### config.mk
export PLATFORM = sky130hd
export DESIGN_NAME = texture_loader
export DESIGN_NICKNAME = d
export VERILOG_FILES = /design/src/rtl/texture_loader_pkg.sv /design/src/rtl/texture_loader_spi_byte_rx.sv /design/src/rtl/texture_loader.sv
export SDC_FILE = /design/constraint.sdc
export NUM_CORES = 1
export LEC_CHECK = 0
export CELL_PAD_IN_SITES_DETAIL_PLACEMENT = 2
export CELL_PAD_IN_SITES_GLOBAL_PLACEMENT = 2
export CORE_MARGIN = 1.5
export CORE_UTILIZATION = 36
export DETAILED_ROUTE_END_ITERATION = 6
export PLACE_DENSITY_LB_ADDON = 0.2
export SETUP_SLACK_MARGIN = 0.15
export SYNTH_ARGS = -nofsm -noshare
export SYNTH_HDL_FRONTEND = slang
export SYNTH_HIERARCHICAL = 1
export SYNTH_SLANG_ARGS = --single-unit
### constraint.sdc
create_clock -name clk -period 1.9 [get_ports clk]
set_input_delay 0.475 -clock clk [delete_from_list [all_inputs] [get_ports clk]]
set_output_delay 0.475 -clock clk [all_outputs]
set_load 0.02 [all_outputs]
### src/rtl/texture_loader_pkg.sv
// Shared texture-memory definitions: address width, texel address field layout and loader FSM encoding.
// Also used by the texture memory, so field offsets live here rather than in the loader.
package texture_loader_pkg;

  localparam int TEX_ADDR_BITS = 13;

  // Texel address layout {row[5:0], side, col[5:0]}
  localparam int TEX_COL_LSB  = 0;
  localparam int TEX_COL_MSB  = 5;
  localparam int TEX_SIDE_BIT = 6;
  localparam int TEX_ROW_LSB  = 7;
  localparam int TEX_ROW_MSB  = 12;

  typedef struct packed {
    logic [5:0] row;
    logic       side;
    logic [5:0] col;
  } tex_addr_t;

  typedef enum logic [1:0] {
    IDLE    = 2'd0,
    ADDR_HI = 2'd1,
    ADDR_LO = 2'd2,
    DATA    = 2'd3
  } loader_state_e;

endpackage

### src/rtl/texture_loader_spi_byte_rx.sv
// SPI mode-0 byte receiver: 2-flop synchronisers, sclk rising-edge detect, MSB-first shifter.
// byte_valid pulses 1 clk after the 8th detected edge; no backpressure (needs f_clk >= 4*f_sclk).
module spi_byte_rx (
  input  logic       clk,
  input  logic       reset_n,
  input  logic       csb_async,
  input  logic       sclk_async,
  input  logic       mosi_async,
  output logic       csb_sync,
  output logic [7:0] rx_byte,
  output logic       byte_valid
);

  logic [1:0] csb_ff;
  logic [1:0] sclk_ff;
  logic [1:0] mosi_ff;
  logic       sclk_prev;
  logic [2:0] bit_cnt;
  logic [6:0] shreg;
  logic       sclk_rise;

  assign csb_sync  = csb_ff[1];
  assign sclk_rise = sclk_ff[1] & ~sclk_prev;

  always_ff @(posedge clk or negedge reset_n) begin
    if (!reset_n) begin
      csb_ff     <= 2'b11;
      sclk_ff    <= 2'b00;
      mosi_ff    <= 2'b00;
      sclk_prev  <= 1'b0;
      bit_cnt    <= 3'd0;
      shreg      <= 7'd0;
      rx_byte    <= 8'd0;
      byte_valid <= 1'b0;
    end else begin
      csb_ff     <= {csb_ff[0], csb_async};
      sclk_ff    <= {sclk_ff[0], sclk_async};
      mosi_ff    <= {mosi_ff[0], mosi_async};
      sclk_prev  <= sclk_ff[1];
      byte_valid <= 1'b0;
      // Deselect drops any partial byte and masks sclk activity
      if (csb_ff[1]) begin
        bit_cnt <= 3'd0;
      end else if (sclk_rise) begin
        shreg   <= {shreg[5:0], mosi_ff[1]};
        bit_cnt <= bit_cnt + 3'd1;
        if (bit_cnt == 3'd7) begin
          rx_byte    <= {shreg, mosi_ff[1]};
          byte_valid <= 1'b1;
        end
      end
    end
  end

endmodule

### src/rtl/texture_loader.sv
// SPI texture loader: 2-byte start address then one texel per byte, written at auto-incrementing addresses.
// wr_en follows the data byte's byte_valid by 1 clk; no backpressure, the memory must accept every strobe.
module texture_loader
  import texture_loader_pkg::*;
#(
  parameter int CHANNEL_BITS = 2,
  parameter int ADDR_BITS    = TEX_ADDR_BITS
) (
  input  logic                      clk,
  input  logic                      reset_n,
  input  logic                      tex_csb,
  input  logic                      tex_sclk,
  input  logic                      tex_mosi,
  output logic                      wr_en,
  output logic [ADDR_BITS-1:0]      wr_addr,
  output logic [CHANNEL_BITS*3-1:0] wr_data,
  output logic                      busy,
  output logic [13:0]               load_count
);

  localparam int          DATA_BITS = CHANNEL_BITS * 3;
  localparam logic [13:0] COUNT_MAX = 14'h3FFF;

  loader_state_e state;
  loader_state_e state_nxt;

  logic       csb_s;
  logic [7:0] rx_byte;
  logic       byte_valid;
  logic [1:0] settle;
  logic       armed;
  logic       start;
  logic       take;

  spi_byte_rx u_rx (
    .clk        (clk),
    .reset_n    (reset_n),
    .csb_async  (tex_csb),
    .sclk_async (tex_sclk),
    .mosi_async (tex_mosi),
    .csb_sync   (csb_s),
    .rx_byte    (rx_byte),
    .byte_valid (byte_valid)
  );

  // After reset the synchroniser holds a fake "high"; only arm once a real high is seen,
  // so a CSB that was already low across reset is not taken as a start.
  always_ff @(posedge clk or negedge reset_n) begin
    if (!reset_n) begin
      settle <= 2'd0;
      armed  <= 1'b0;
    end else begin
      if (settle != 2'd3) settle <= settle + 2'd1;
      if (settle == 2'd3 && csb_s) armed <= 1'b1;
    end
  end

  always_ff @(posedge clk or negedge reset_n) begin
    if (!reset_n) state <= IDLE;
    else          state <= state_nxt;
  end

  always_comb begin
    state_nxt = state;
    case (state)
      IDLE:    if (armed && !csb_s) state_nxt = ADDR_HI;
      ADDR_HI: if (byte_valid)      state_nxt = ADDR_LO;
      ADDR_LO: if (byte_valid)      state_nxt = DATA;
      DATA:    state_nxt = DATA;
      default: state_nxt = IDLE;
    endcase
    if (state != IDLE && csb_s) state_nxt = IDLE;
  end

  assign start = (state == IDLE) && armed && !csb_s;
  // Deselect wins over a byte completing in the same cycle
  assign take  = byte_valid && !csb_s;
  assign busy  = (state != IDLE);

  always_ff @(posedge clk or negedge reset_n) begin
    if (!reset_n) begin
      wr_en      <= 1'b0;
      wr_addr    <= '0;
      wr_data    <= '0;
      load_count <= 14'd0;
    end else begin
      wr_en <= 1'b0;
      if (wr_en) wr_addr <= wr_addr + ADDR_BITS'(1);
      if (start) begin
        load_count <= 14'd0;
      end else if (wr_en && load_count != COUNT_MAX) begin
        load_count <= load_count + 14'd1;
      end
      if (take) begin
        case (state)
          ADDR_HI: wr_addr[ADDR_BITS-1:8] <= rx_byte[ADDR_BITS-9:0];
          ADDR_LO: wr_addr[7:0]           <= rx_byte;
          DATA: begin
            wr_en   <= 1'b1;
            wr_data <= rx_byte[DATA_BITS-1:0];
          end
          default: ;
        endcase
      end
    end
  end

endmodule

==> metrics.md <==
| Metric | Value |
|---|---|
| Net total in the final layout | `325` |
| Global routing usage summed across all routing layers | `19.3%` |
| Via-to-Cell Ratio | `between 5 and 6` |
| Detail-routed net length per standard cell | `17.9 um` |
| Highest-utilization routing layer at the global route stage | `met2` |
| Final hold vios | `0` |
| Headroom to the max-slew limit | `64.6%` |
| Clock tree skew after final layout | `around 0.011 ns` |
| Quantity of I/O buffers inserted on ports | `39` |
| Area grow syn2layout | `27.4%` |
| Flop and latch count out of synthesis | `65` |
| Count of filler cells inserted in the layout | `804` |
| Final Slew Violations | `0` |
| Met3 Use GR | `2.93%` |
| Met2 GRT Util | `between 30 and 40%` |
| Root buffer cell | `sky130_fd_sc_hd__clkbuf_8` |
| Detailed-placement wirelength estimate | `5.38 mm` |
| Req. time, crit path | `1.42 ns` |
| Via count of the first global-routing pass | `2475` |
| Global-route wire length before repair | `12.7 mm` |
| Syn_area_per_cell | `11.5 sq um` |
| Number of setup violations in the final report | `0` |
| Post-Synthesis Cell Area | `2940 sq um` |
| Pin count of the biggest net entering global routing | `30` |
| Total power density per cell area | `798 nW/um^2` |
| CTS buffer count | `9` |
| Count of mapped cells out of synthesis | `roughly 260` |
| Net count after synthesis | `between 200 and 300` |
| CTS max path bufs | `2` |
| Final sum of negative setup slack | `0 ns` |
| Total detailed-routing wirelength | `7.56 mm` |
| Worst supply voltage drop on vdd | `0.409 mV` |
| Sequential cell area fraction in the yosys report | `55.3%` |
| Reg clk slew, reported paths | `0.08 ns` |
| Total design power | `between 2000 and 3000 uW` |
| Synth cell types | `48` |
| Ratio of cells with drive above 1 in the final layout | `21.6%` |
| Worst Max-Slew Pin Slew | `a little over 0.5 ns` |
| Number of enable flip-flop cells after synthesis | `0` |
| GR met1 Demand/Resource | `around 24%` |
| Die ar. | `between 8000 and 9000 sq um` |
| Final Critical Period | `about 1.7 ns` |
| Iteration count of the initial detailed-routing pass | `4` |
| Last weighted congestion value of the routability-driven placer | `0.763` |
| Via count | `approximately 2200` |
| Placement Setup Slack | `0.0976 ns` |
| Worst-case setup margin in the final layout | `0.186 ns` |
| Overall die width | `93.4 um` |
| Crit share post-route | `90.2%` |
| Number of max-capacitance violations reported | `0` |
| Outcome | `completed` |
| # rows | `32` |
| CTS H-Tree Depth | `3` |
| Number of warnings printed during yosys synthesis | `6` |
| Leading cell type in the layout, fill and taps excluded | `sky130_fd_sc_hd__dfrtp_1` |
| Arrival time at the worst endpoint | `1.24 ns` |
| Starting utilization of the core area | `between 30% and 40%` |
| Placeable core region | `7810 sq um` |
| Cell area after placement | `3560 sq um` |
| Crit-path max FO | `4` |
| TritonCTS sink count | `65` |
| Most frequently used flop master after synthesis | `sky130_fd_sc_hd__dfrtp_1` |
| CTS tree | `done` |
| Initial antenna violation count | `0` |
| Final antenna diode count | `0` |
| Share of flip-flops with an asynchronous set or reset | `100%` |
| Hold WS | `0.0523 ns` |
| Detailed Route Iter0 Violations | `48` |
| Static leakage | `0.00180 uW` |
| Hold buffers post-CTS | `0` |
| Category of the worst setup path capture point | `primary output` |
| Dominant cells by area after synthesis | `sky130_fd_sc_hd__dfrtp_1 (54%), sky130_fd_sc_hd__nand2_1 (5.2%), sky130_fd_sc_hd__mux2_4 (4.1%)` |
| Number of design rule violations left after detail routing | `0` |
| Top achievable clock speed | `0.584 GHz` |
| Cell accounting for the most synthesized area | `sky130_fd_sc_hd__dfrtp_1` |
| Height of the chip | `93.4 um` |
| Synth top area share | `53.5%` |
| Critical path type | `flop to primary output` |
| Type of element launching the critical path | `flop` |
| RSZ-0062 raised after global routing | `true` |
| Count of nets left with antenna violations after detail routing | `0` |
| Most frequent cells in the layout | `sky130_fd_sc_hd__dfrtp_1 (61), sky130_fd_sc_hd__nand2_1 (41), sky130_fd_sc_hd__dlygate4sd2_1 (34)` |
| GR Overflow Total | `0` |
| Source-to-sink clock delay at the later pin of the worst-skew pair | `0.34 ns` |
| Hold Crit Class | `input pin to asynchronous set/reset pin` |
| Num ports | `40` |
| Post-route cell area | `3750 sq um` |
==> flip-flops by register name (all words and copies together) (netlist names) <==
signal and cells:
load_count 14, wr_addr 13, u_rx/rx_byte 8, u_rx/shreg 7, wr_data 6, u_rx/bit_cnt 3, settle 2, state 2
u_rx/csb_ff 2, u_rx/mosi_ff 2, u_rx/sclk_ff 2, armed 1, u_rx/byte_valid 1, u_rx/sclk_prev 1, wr_en 1
==> per-layer routing <==
layer / vias to the layer above / wire length (um)
met5: - / 0
met4: 0 / 196
met3: 16 / 198
met2: 42 / 3660
met1: 1134 / 3500
li1: 1037 / -
==> worst max-delay path, cell delays in order, from the launching register on <==
cell                            delay (ns)
sky130_fd_sc_hd__dfrtp_2              0.44
sky130_fd_sc_hd__buf_4                0.15
sky130_fd_sc_hd__dlygate4sd2_1        0.31
==> cell type report <==
| type | count | area [sq um] | area share, % |
|---|---|---|---|
| clock buffers | 11 | 151 | 4.04 |
| clock inverters | 5 | 77.6 | 2.07 |
| inverters | 3 | 11.3 | 0.300 |
| multi-input cells | 183 | 1280 | 34.2 |
| flip-flops and latches | 65 | 1630 | 43.5 |
| well taps | 102 | 128 | 3.40 |
| repair buffers | 53 | 468 | 12.5 |
==> logic make-up (layout without fill, tap and decap cells) <==
family | count (synthesis) | in the layout | synth area share (%)
AND/OR/NAND/NOR | 104 | 104 | 20.3
flip-flops | 65 | 65 | 55.3
AO/OA/AOI/OAI | 39 | 39 | 7.48
multiplexers | 20 | 20 | 8.50
XOR/XNOR | 15 | 15 | 4.46
buffers and inverters | 9 | 72 | 1.78
adder cells (fa/ha/maj) | 5 | 5 | 2.12
==> cells in the mapped netlist (2+ instances only) <==
master and count:
sky130_fd_sc_hd__dfrtp_1 63, sky130_fd_sc_hd__nand2_1 41, sky130_fd_sc_hd__o21ai_0 20, sky130_fd_sc_hd__nor2_1 10, sky130_fd_sc_hd__xor2_1 10, sky130_fd_sc_hd__a21oi_1 8, sky130_fd_sc_hd__mux2_2 8, sky130_fd_sc_hd__mux2_4 8
sky130_fd_sc_hd__nand3_1 7, sky130_fd_sc_hd__nand4_1 7, sky130_fd_sc_hd__ha_1 5, sky130_fd_sc_hd__xnor2_1 5, sky130_fd_sc_hd__a31oi_1 4, sky130_fd_sc_hd__and3_1 4, sky130_fd_sc_hd__and4_1 4, sky130_fd_sc_hd__mux2i_1 4
sky130_fd_sc_hd__nor2b_1 4, sky130_fd_sc_hd__nor3_1 4, sky130_fd_sc_hd__a211oi_1 3, sky130_fd_sc_hd__clkbuf_1 3, sky130_fd_sc_hd__inv_1 3, sky130_fd_sc_hd__buf_2 2, sky130_fd_sc_hd__dfstp_2 2, sky130_fd_sc_hd__nor4_1 2
sky130_fd_sc_hd__or2_2 2, sky130_fd_sc_hd__or3_2 2
==> what timing repair did <==
item / in CTS / in global routing
endpoints found under the setup margin: 36 / 4
resized for setup: 35 / 3
buffers inserted: 1 / 0
pin swaps: 1 / 0
==> report_power, final <==
part | leakage, uW | internal [uW] | total [uW] | switching [uW]
clock network | 0.000115 | 806 | 1340 | 532
registers | 0.000856 | 1460 | 1510 | 56.5
logic | 0.000824 | 77.9 | 143 | 65.5
total | 0.00180 | 2340 | 2990 | 654
==> through the flow <==
stage / cells / util [%]
after global routing: 422 / 48.0
final: 422 / 48.0
after CTS: 422 / 48.1
after detailed placement: 405 / 45.6
after floorplan: 257 / -
after global placement: 405 / 45.6
==> path summary, 6_finish.rpt <==
path	slack (ns)	cells past startpoint	to	from
max reg2reg	0.22	6	load_count[2]	load_count[0]
min in group clk	0.35	0	u_rx/sclk_ff[1]	u_rx/sclk_ff[0]
max in group asynchronous	1.18	3	u_rx/rx_byte[5]	reset_n
min reg2reg	0.35	0	u_rx/sclk_ff[1]	u_rx/sclk_ff[0]
max	0.19	2	load_count[0]	load_count[0]
min	0.05	1	load_count[9]	reset_n
(Power assumes the default switching activity.)
